**src/rtl/aes_dec_pkg.sv**
```systemverilog
// Shared types and GF(2^8) helpers for the AES-128 decryption round datapath.
package aes_dec_pkg;

  localparam int unsigned STATE_W = 128;
  localparam int unsigned NB      = 4;
  localparam int unsigned BYTE_W  = 8;
  localparam int unsigned COL_W   = NB * BYTE_W;

  typedef logic [STATE_W-1:0] state_t;
  typedef logic [COL_W-1:0]   col_t;
  typedef logic [BYTE_W-1:0]  byte_t;

  // Multiply by x modulo x^8 + x^4 + x^3 + x + 1.
  function automatic byte_t xtime(input byte_t b);
    return {b[BYTE_W-2:0], 1'b0} ^ (b[BYTE_W-1] ? 8'h1b : 8'h00);
  endfunction

  function automatic byte_t gmul9(input byte_t b);
    return xtime(xtime(xtime(b))) ^ b;
  endfunction

  function automatic byte_t gmul11(input byte_t b);
    return xtime(xtime(xtime(b))) ^ xtime(b) ^ b;
  endfunction

  function automatic byte_t gmul13(input byte_t b);
    return xtime(xtime(xtime(b))) ^ xtime(xtime(b)) ^ b;
  endfunction

  function automatic byte_t gmul14(input byte_t b);
    return xtime(xtime(xtime(b))) ^ xtime(xtime(b)) ^ xtime(b);
  endfunction

  // Byte 0 sits at the MSBs; bytes are column-major (index = col*NB + row).
  function automatic int unsigned byte_lsb(input int unsigned row, input int unsigned col);
    return STATE_W - BYTE_W * (col * NB + row + 1);
  endfunction

endpackage

```
**src/rtl/aes_inv_mix_column.sv**
```systemverilog
// InvMixColumns on a single 32-bit column; row 0 occupies the top byte.
module aes_inv_mix_column
  import aes_dec_pkg::*;
(
  input  col_t col,
  output col_t mixed_c
);

  byte_t a0, a1, a2, a3;

  assign a0 = col[31:24];
  assign a1 = col[23:16];
  assign a2 = col[15:8];
  assign a3 = col[7:0];

  // Circulant matrix {14, 11, 13, 9}, rotated one step per output row.
  assign mixed_c = {gmul14(a0) ^ gmul11(a1) ^ gmul13(a2) ^ gmul9(a3),
                    gmul9(a0)  ^ gmul14(a1) ^ gmul11(a2) ^ gmul13(a3),
                    gmul13(a0) ^ gmul9(a1)  ^ gmul14(a2) ^ gmul11(a3),
                    gmul11(a0) ^ gmul13(a1) ^ gmul9(a2)  ^ gmul14(a3)};

endmodule

```
**src/rtl/aes_inv_addkey_mix_stage.sv**
```systemverilog
// AddRoundKey then InvMixColumns (skippable on the last round) in a two-stage
// valid/ready pipeline with full backpressure.
module aes_inv_addkey_mix_stage #(
  parameter int unsigned STATE_W          = 128,
  parameter bit          SKIP_MIX_ON_LAST = 1'b1
) (
  input  logic               clk,
  input  logic               rst,
  input  logic               in_valid,
  output logic               in_ready,
  input  logic [STATE_W-1:0] in_state,
  input  logic [STATE_W-1:0] in_key,
  input  logic               in_last,
  output logic               out_valid,
  input  logic               out_ready,
  output logic [STATE_W-1:0] out_state
);

  import aes_dec_pkg::*;

  if (STATE_W != aes_dec_pkg::STATE_W) begin : g_bad_width
    $error("aes_inv_addkey_mix_stage supports only a 128-bit state");
  end

  logic   s1_valid;
  logic   s1_last;
  state_t s1_data;
  logic   s2_valid;
  state_t s2_data;
  state_t mixed;
  logic   s2_free;
  logic   s1_adv;
  logic   load;

  // Handshake: in_ready depends only on pipeline occupancy and out_ready.
  always_comb begin
    s2_free  = !s2_valid || out_ready;
    s1_adv   = s1_valid && s2_free;
    in_ready = !s1_valid || s1_adv;
    load     = in_valid && in_ready;
  end

  for (genvar c = 0; c < NB; c++) begin : g_col
    aes_inv_mix_column u_mix (
      .col     (s1_data[byte_lsb(NB-1, c) +: COL_W]),
      .mixed_c (mixed[byte_lsb(NB-1, c) +: COL_W])
    );
  end

  // Stage 1: AddRoundKey.
  always_ff @(posedge clk) begin
    if (rst) begin
      s1_valid <= 1'b0;
      s1_last  <= 1'b0;
      s1_data  <= '0;
    end else begin
      if (load) begin
        s1_valid <= 1'b1;
        s1_last  <= in_last;
        s1_data  <= in_state ^ in_key;
      end else if (s1_adv) begin
        s1_valid <= 1'b0;
      end
    end
  end

  // Stage 2: InvMixColumns or last-round bypass.
  always_ff @(posedge clk) begin
    if (rst) begin
      s2_valid <= 1'b0;
      s2_data  <= '0;
    end else begin
      if (s1_adv) begin
        s2_valid <= 1'b1;
        s2_data  <= (SKIP_MIX_ON_LAST && s1_last) ? s1_data : mixed;
      end else if (out_ready) begin
        s2_valid <= 1'b0;
      end
    end
  end

  assign out_valid = s2_valid;
  assign out_state = s2_data;

endmodule

```
**config.mk**
```make
export PLATFORM = sky130hd
export DESIGN_NAME = aes_inv_addkey_mix_stage
export DESIGN_NICKNAME = d
export VERILOG_FILES = /design/src/rtl/aes_dec_pkg.sv /design/src/rtl/aes_inv_mix_column.sv /design/src/rtl/aes_inv_addkey_mix_stage.sv
export SDC_FILE = /design/constraint.sdc
export NUM_CORES = 1
export LEC_CHECK = 0
export ABC_AREA = 0
export CORE_ASPECT_RATIO = 0.8
export CORE_MARGIN = 5
export CORE_UTILIZATION = 48
export CTS_BUF_LIST = sky130_fd_sc_hd__clkbuf_16
export CTS_CLUSTER_SIZE = 12
export DETAILED_ROUTE_END_ITERATION = 12
export PLACE_DENSITY = 0.74
export SYNTH_ARGS = -nofsm -noshare
export SYNTH_HDL_FRONTEND = slang
export SYNTH_HIERARCHICAL = 1
export SYNTH_SLANG_ARGS = --single-unit
```
**constraint.sdc**
```tcl
create_clock -name clk -period 3.04 [get_ports clk]
set_input_delay 0.456 -clock clk [delete_from_list [all_inputs] [get_ports clk]]
set_output_delay 0.456 -clock clk [all_outputs]
set_load 0.01 [all_outputs]
```
### Word level (Yosys, flattened, before mapping)

Index checks and enable logic that the tools add are counted.
W data, S select, Z words.

* bits in registers: 259
* logic and storage cells: 259
* output and inout port bits: 130
* bits of input ports: 261

* multiplexer cells: 53
* bitwise gates (word level): 193
* reduce and logical (&&, ||, !) cells: 8

Operator list (count)
* $xor A8 B8 Y8: 188
* $mux W5: 48
* $mux W128: 1
* $xor A128 B128 Y128: 1
* $xor A8 B5 Y8: 4
* $mux W1: 4
* $reduce_bool A2 Y1: 2
* $logic_and A1 B1 Y1: 2
* $logic_not A1 Y1: 2
* $logic_or A1 B1 Y1: 2

### Logic depth before layout (Yosys ltp)

Gate-level depths: netlist (run 1).

* depth in word-level cells: 12
* gate-level depth with buffers: 7
* depth with buffers taken out: 6

### By module

The synthesis (run 1) kept the hierarchy.

Modules (own cells, without submodules)
* aes_inv_addkey_mix_stage: area each 12784.8 sq um, times used 1, seq. area each 5185.0 sq um, cells an instance 1167
* aes_inv_mix_column: area each 2391.0 sq um, times used 4, seq. area each 0.0 sq um, cells an instance 213

### Worst setup path before layout (run 1)

Ideal clock, no wire load.

* path type: register to register
* from: register s1_data[22]
* to: register s2_data[28] (netlist: out_state[28])
* data arrival time: 2.063 ns
* period minus slack after synthesis: 2.209 ns
* slack: 0.831 ns
* data required time: 2.894 ns
* setup time: 0.146 ns
* cell stages (with the launch flop): 8
* buffers on the path: 1
* cells stage by stage: dfxtp_1 buf_6 xor3_2 xnor3_2 xnor3_1 xor2_1 mux2i_1 a211oi_2

* cells in the longest elaborated chain, start to end: 10

Ends and longest elaborated chain
* from (decl): line aes_inv_addkey_mix_stage.sv:27 `state_t s1_data;`
* from (signal assigned): line aes_inv_addkey_mix_stage.sv:60 `s1_data <= in_state ^ in_key;`
* $xor A8 B8 Y8: line aes_dec_pkg.sv:15 `return {b[BYTE_W-2:0], 1'b0} ^ (b[BYTE_W-1] ? 8'h1b : 8'h00);`
* $mux W5: line aes_dec_pkg.sv:15
* $xor A8 B8 Y8 (2 in series): line aes_dec_pkg.sv:15
* $xor A8 B8 Y8 (2 in series): line aes_dec_pkg.sv:23 `return xtime(xtime(xtime(b))) ^ xtime(b) ^ b;`
* $xor A8 B8 Y8 (3 in series): line aes_inv_mix_column.sv:17 `assign mixed_c = {gmul14(a0) ^ gmul11(a1) ^ gmul13(a2) ^ gmul9(a3),`
* via mixed[28]: line aes_inv_addkey_mix_stage.sv:30 `state_t mixed;`
* $mux W128: line aes_inv_addkey_mix_stage.sv:75 `s2_data <= (SKIP_MIX_ON_LAST && s1_last) ? s1_data : mixed;`
* to (signal assigned): line aes_inv_addkey_mix_stage.sv:75
* to (decl): line aes_inv_addkey_mix_stage.sv:29 `state_t s2_data;`

The timed path passes the listed nets, and every way through them passes these cells.
A chain may end at the register's enable or synchronous reset.

### Worst setup path in the final report (run 1)

* from: register s1_data[31]
* to: register s2_data[4] (netlist: out_state[4])

* cells in the longest elaborated chain, start to end: 8

Ends and longest elaborated chain
* $mux W5: line aes_dec_pkg.sv:15
* $xor A8 B8 Y8: line aes_dec_pkg.sv:15
* $xor A8 B8 Y8 (2 in series): line aes_dec_pkg.sv:23
* $xor A8 B8 Y8 (3 in series): line aes_inv_mix_column.sv:20 `gmul11(a0) ^ gmul13(a1) ^ gmul9(a2) ^ gmul14(a3)};`
* via mixed[4]: line aes_inv_addkey_mix_stage.sv:30
* $mux W128: line aes_inv_addkey_mix_stage.sv:75

The timed path passes the listed nets, and every way through them passes these cells.

==> results.md, run 1 <==
- FF-to-FF Start: s1_data[31]$_SDFFE_PP0P_
- Placed cell areas: between 0.02 and 0.03 mm²
- Cell Rows: 70
- Synth cell types: 28
- Worst slew pin tran: 1.04 ns
- CTS Hold Bufs: 0
- Final Cell Area: 0.0276 mm²
- Leak Pwr: around 10 nW
- Fin crit period: roughly 2.7 ns
- CTS max path bufs: 3
- Final setup vio count: 0
- Initial Util: between 40% and 50%
- Wire per inst: 24.6 µm
- Slew Viols, Final: 0
- Crit-path max cell delay: 0.73 ns
- Critical Path Most Common Cell: xnor2_1
- Slowest cell on crit path: dfxtp_1
- Seq pwr share: 22.2%
- H-Tree Depth: 1
- Warnings from Yosys: 6
- CTS tree: built
- Cell Chain, Critical Path: xor2_1 -> xnor3_1 -> xnor2_1 -> xnor2_1 -> mux2i_1 -> a211oi_1
- Gp weighted congestion: about 1
- Core ar.: 0.0459 mm²
- P&R area growth vs syn: 23.5%
- Nets: 2,605
- Initial antenna violation count: 0
- CP Launch Point: s1_data[31]$_SDFFE_PP0P_
- Post-CTS setup buffer count: 0
- Synthesized flop and latch total: 259
- Worst clock skew: 0.0118 ns
- Clk pwr share: 17.9%
- Number of I/O port buffers: between 300 and 400
- CP Capture Type: flop
- Combinational share of power: 59.8%
- Vias per std cell: 5.53
- Reg2reg end: out_state[4]$_SDFFE_PP0P_
- Setup CP Type: reg -> reg
- Seq/Total Area, Yosys: between 20 and 25%
- DRT Wirelength: between 70 and 80 mm
- First-pass GRT wire length: 110 mm
- RSZ-0062 raised after global routing: false
- PwrDens: just over 700 mW/mm²
- DP Wirelength: between 50 and 60 mm
- Cell area after synthesis: between 0.02 and 0.025 mm²
- DRC viols: 0
- Die Area: approximately 0.051 mm²
- Total track usage: 27.6%
- Design Power: 0.0194 W
- Sw Share: around two fifths
- Slew HR: 30.8%
- Total stage count of the critical path: 6
- Cts bufs inserted: 30
- Grt ovf: 0
- Bufs and invs on worst path: 0
- Largest fanout on the critical path: 8
- CP delay by family, top: XOR/XNOR gates
- Post-Synthesis Cells: slightly above 2,000
- Largest net degree at the start of global routing: 130
- Min Hold Slack: 0.295 ns
- Status: completed
- Die Ht: 203 µm
- # diodes: 0
- Achievable frequency: 0.375 GHz
- Worst Path Required: 3.54 ns
- Sw power: 0.00776 W
- Hold crit path type: in -> reg
- Post-DRT Antenna Nets: 0
- Post-Syn Nets: approximately 2,300
- # fillers: ~3,900
- Worst reg2reg path depth: 6
- Vias post-DR: 16,500
- P_int: 0.0117 W
- Sum Neg Setup Slack: 0 ns
- Final period util: 87.7%
- Clock latency at the later pin of the worst-skew pair: 0.59 ns
- Worst EP arrival: 3.17 ns
- Mean Syn Cell Area: 11.1 µm²
- Setup crit end: out_state[4]$_SDFFE_PP0P_
- DR iter-0 viols: 1,154
- Final hold viol count: 0
- CTS resizes: 0
- Die W: 251 µm
- Worst setup SP type: flop
- Vias in the first global route: 17,200
- Reg2Reg Setup Slack: 0.37 ns
- Root Buffer Master: clkbuf_16
- DRT Pass-1 Iters: 5
- Peak VDD IR: 541 µV
- CTS clock-pin slew for the worst setup and hold paths: approximately 0.07 ns
- Ports: 391
- Clk sinks: 259
- Layout cell share with drive strength beyond 1: 17.7%
- Maxcap violations: 0
## kinds of logic after synthesis
kind of cell           share of synthesized area [%]
XOR/XNOR                                        45.5
AO/OA/AOI/OAI                                   19.5
flip-flops                                      23.2
buffers and inverters                           5.74
multiplexers                                    5.78
AND/OR/NAND/NOR                                0.202
## worst min-delay path by stage
| stage | startpoint | to | slack [ns] | depth (start not counted) |
|---|---|---|---|---|
| finish | rst | s1_valid$_SDFFE_PP0P_ | 0.29 | 2 |
| global route | rst | s1_valid$_SDFFE_PP0P_ | 0.31 | 2 |
| CTS | rst | s1_valid$_SDFFE_PP0P_ | 0.26 | 2 |
| detailed placement | out_state[6]$_SDFFE_PP0P_ | out_state[6]$_SDFFE_PP0P_ | 0.51 | 2 |
| global placement | out_state[4]$_SDFFE_PP0P_ | out_state[4]$_SDFFE_PP0P_ | 0.51 | 2 |
| floorplan | s1_data[119]$_SDFFE_PP0P_ | s1_data[119]$_SDFFE_PP0P_ | 0.50 | 2 |
## worst register-to-register path, cell delays in order (launching register included)
cell	delay, ns
dfxtp_1	0.73
xor2_1	0.58
xnor3_1	0.52
xnor2_1	0.15
xnor2_1	0.27
mux2i_1	0.12
a211oi_1	0.23
## state kept, by name, summed over array words and instances, names as in the netlist
signal     count
s1_valid       1
out_state    128
s1_data      128
s1_last        1
out_valid      1
## through the flow
stage / utilization [%] / cells / worst slack, ns
floorplan: - / 2019 / 0.831
global placement: 58.1 / 2924 / 0.348
detailed placement: 58.1 / 2924 / 0.321
CTS: 60.1 / 2980 / 0.337
global route: 60.1 / 2980 / 0.187
finish: 60.1 / 2980 / 0.374
## power groups by stage
stage	sequential, W	clock, W	combinational [W]
floorplan	0.00422	0	0.00869
global placement	0.00437	0	0.0115
detailed placement	0.00438	0	0.0115
CTS	0.00431	0.00356	0.0116
global route	0.00436	0.00367	0.0124
finish	0.00432	0.00349	0.0116
## cell usage after synthesis, drive strengths merged
cell,instances,share of area [%]
a211oi,256,14
a21oi,258,5.8
and2,2,0.067
buf,147,4.5
clkbuf,50,1.2
dfxtp,259,23
inv,2,0.034
mux2i,129,5.8
nand2b,3,0.084
nand3b,1,0.050
xnor2,588,24
xnor3,108,11
xor2,184,7.5
xor3,32,3.4
## cells in the final DEF (no fill, tap or decap), types with 13 or more instances in the layout
cell / count
xor3_1: 24
dfxtp_1: 257
buf_4: 88
clkbuf_16: 31
buf_12: 13
a21oi_1: 258
clkdlybuf4s50_1: 388
a211oi_2: 230
xor2_1: 176
mux2i_1: 129
a211oi_1: 26
xnor2_1: 576
xnor3_1: 100
## area by class of cell
| cell class | count | area [µm²] | share of cell area [%] |
|---|---|---|---|
| flip-flops and latches | 259 | 5190 | 18.8 |
| inverters | 2 | 7.51 | 0.0272 |
| well taps | 612 | 766 | 2.77 |
| multi-input cells | 1561 | 15900 | 57.6 |
| clock inverters | 25 | 143 | 0.517 |
| clock buffers | 31 | 776 | 2.81 |
| repair buffers | 490 | 4820 | 17.5 |
## per-layer routing
metal	routed length, µm	global-route usage, %	vias to the layer above
met5	0	0	-
li1	-	-	7648
met3	5080	4.76	91
met4	1710	6.35	0
met2	33100	43.3	578
met1	33400	39.9	8172
No activity file was read; power rests on OpenSTA's default activity.
==> run 2, diff against run 1 <==
CORE_MARGIN = 4   (was 5)
SETUP_SLACK_MARGIN = 0.05   (was unset)
==> run 2 against run 1 <==
  * Cell area hardly changed
  * Sequential power about the same
  * Sequential share of layout area barely moved
  * Largest cell class unchanged
  * Die area is 1.8% lower
  * Critical path type unchanged
==> results.md, run 2 (synthesis gave the netlist of run 1 again) <==
- Status: completed
- Met1 global-route usage: 40.7% (+0.81 points)
- Layout cell share with drive strength beyond 1: 17.4% (-0.20 points)
- FF-to-FF Start: s1_data[31]$_SDFFE_PP0P_
- Vias in the first global route: 17,300 (+0.56%)
- CTS Hold Bufs: 0 (unchanged)
- Final Cell Area: 0.0276 mm² (about the same)
- Grt ovf: 0 (unchanged)
- Met2 usage: 44.9% (+1.6 points)
- Cell Rows: 70 (unchanged)
- Design Power: 0.0197 W (+1.2%)
- PwrDens: 712 mW/mm² (+1.1%)
- RSZ-0062 raised after global routing: false
- Placed Cells: 2,926 (+0.068%)
- Worst Path Required: 3.54 ns (about the same)
- H-Tree Depth: 1 (unchanged)
- Core ar.: 0.0459 mm² (unchanged)
- Clk sinks: 259 (unchanged)
- Reg2Reg Setup Slack: 0.22 ns (-0.15 ns)
- Largest fanout on the critical path: 7 (-1)
- GRT met3 Usage: 4.95% (+0.18 points)
- Maxcap violations: 0 (unchanged)
- Final setup vio count: 0 (unchanged)
- Total track usage: 28.4% (+0.78 points)
- Achievable frequency: 0.355 GHz (-5.3%)
- CP Launch Point: s1_data[31]$_SDFFE_PP0P_
- Commonest non-fill, non-tap cell in the layout: xnor2_1
- DP Wirelength: 54.5 mm (+1.1%)
- Post-DRT Antenna Nets: 0 (unchanged)
- Final period util: 92.6% (+4.9 points)
- Hold crit path type: in -> reg
- Global route hottest layer: met2
- Slew Viols, Final: 0 (unchanged)
- Leak Pwr: 10.2 nW (+0.12%)
- Ports: 391 (unchanged)
- Wire per inst: 24.8 µm (+0.96%)
- DRT Wirelength: 74.0 mm (+0.92%)
- # diodes: 0 (unchanged)
- Slew HR: 46.2% (+15 points)
- DRT Pass-1 Iters: 5 (unchanged)
- Peak VDD IR: 473 µV (-13%)
- Initial antenna violation count: 0 (unchanged)
- Highest-count cells in the layout ignoring fill and taps: 576 x xnor2_1, 388 x clkdlybuf4s50_1, 258 x a21oi_1
- Largest net degree at the start of global routing: 130 (unchanged)
- Post-placement setup slack: 0.333 ns (+0.0124 ns)
- Register area: 0.00519 mm² (unchanged)
- Worst slew pin tran: 0.804 ns (-0.233 ns)
- First-pass GRT wire length: 111 mm (+0.76%)
- Die Ht: 201 µm (-0.99%)
- Area used by multi-input combinational logic: 0.0159 mm² (unchanged)
- Initial Util: 48.7% (unchanged)
- Placed cell areas: 0.0267 mm² (about the same)
- Fin crit period: 2.82 ns (+0.150 ns)
- Gp weighted congestion: 0.976 (-1.1%)
- Number of I/O port buffers: 390 (unchanged)
- Root Buffer Master: clkbuf_16
- Worst clock skew: 0.0124 ns (+0.000630 ns)
- P&R area growth vs syn: 23.6% (about the same)
- Post-CTS setup buffer count: 0 (unchanged)
- Sum Neg Setup Slack: 0 ns (unchanged)
- HP Start: rst
- Worst setup SP type: flop
- DRC viols: 0 (unchanged)
- Nets: 2,606 (+0.038%)
- Setup ws final: 0.224 ns (-0.150 ns)
- CTS tree: built
- Cts bufs inserted: 29 (-3.3%)
- Final hold viol count: 0 (unchanged)
- Setup CP Type: reg -> reg
- # fillers: 3,848 (-0.65%)
- Die Area: 0.0501 mm² (-1.8%)
- CTS resizes: 0 (unchanged)
- CP Capture Type: flop
- Worst EP arrival: 3.31 ns (+0.14 ns)
- CTS max path bufs: 3 (unchanged)
- Clock latency at the later pin of the worst-skew pair: 0.57 ns (-0.02 ns)
- Final cell count without fillers: 2,979 (-0.034%)
- Die W: 249 µm (-0.80%)
- Vias per std cell: 5.61 (+1.3%)
- DR iter-0 viols: 1,167 (+1.1%)
- CTS clock-pin slew for the worst setup and hold paths: 0.06 ns (about the same)
- Vias post-DR: 16,700 (+1.3%)
run 2: worst paths after layout:
path	end	depth (start not counted)
worst max-delay path	out_state[29]$_SDFFE_PP0P_	6
worst min-delay path	s1_data[31]$_SDFFE_PP0P_	2
worst max register to register	out_state[29]$_SDFFE_PP0P_	6
worst min register to register	out_state[4]$_SDFFE_PP0P_	2
run 2: worst max-delay path: stages (launching register included):
cell and delay (ns):
dfxtp_1 0.70, xor2_1 0.56, xor2_1 0.35, xnor3_1 0.43, xnor2_1 0.31, mux2i_1 0.16
a211oi_2 0.23
run 2: area by class of cell:
cell class                      count  area share [%]
Multi-Input combinational cell   1561            57.6
Sequential cell                   259            18.8
Timing Repair Buffer              492            17.4
Tap cell                          612            2.77
Clock buffer                       30            2.72
Clock inverter                     23           0.702
Inverter                            2          0.0272
run 2: power breakdown:
part / internal, W / switching (W)
combinational: 0.00599 / 0.00574
clock: 0.00210 / 0.00151
sequential: 0.00378 / 0.000541
total: 0.0119 / 0.00780
run 2: stage by stage:
step                hold slack (ns)  util [%]
detailed placement            0.523      58.1
global route                  0.394      60.2
CTS                           0.350      60.2
finish                        0.380      60.2
floorplan                     0.503         -
global placement              0.513      58.1
run 2: layer usage:
| layer | part of all wire [%] | vias to the layer above | wire length [µm] |
|---|---|---|---|
| li1 | - | 7648 | - |
| met1 | 46 | 8328 | 33800 |
| met2 | 45 | 611 | 33400 |
| met3 | 6.6 | 112 | 4860 |
| met4 | 2.5 | 0 | 1880 |
| met5 | 0 | - | 0 |
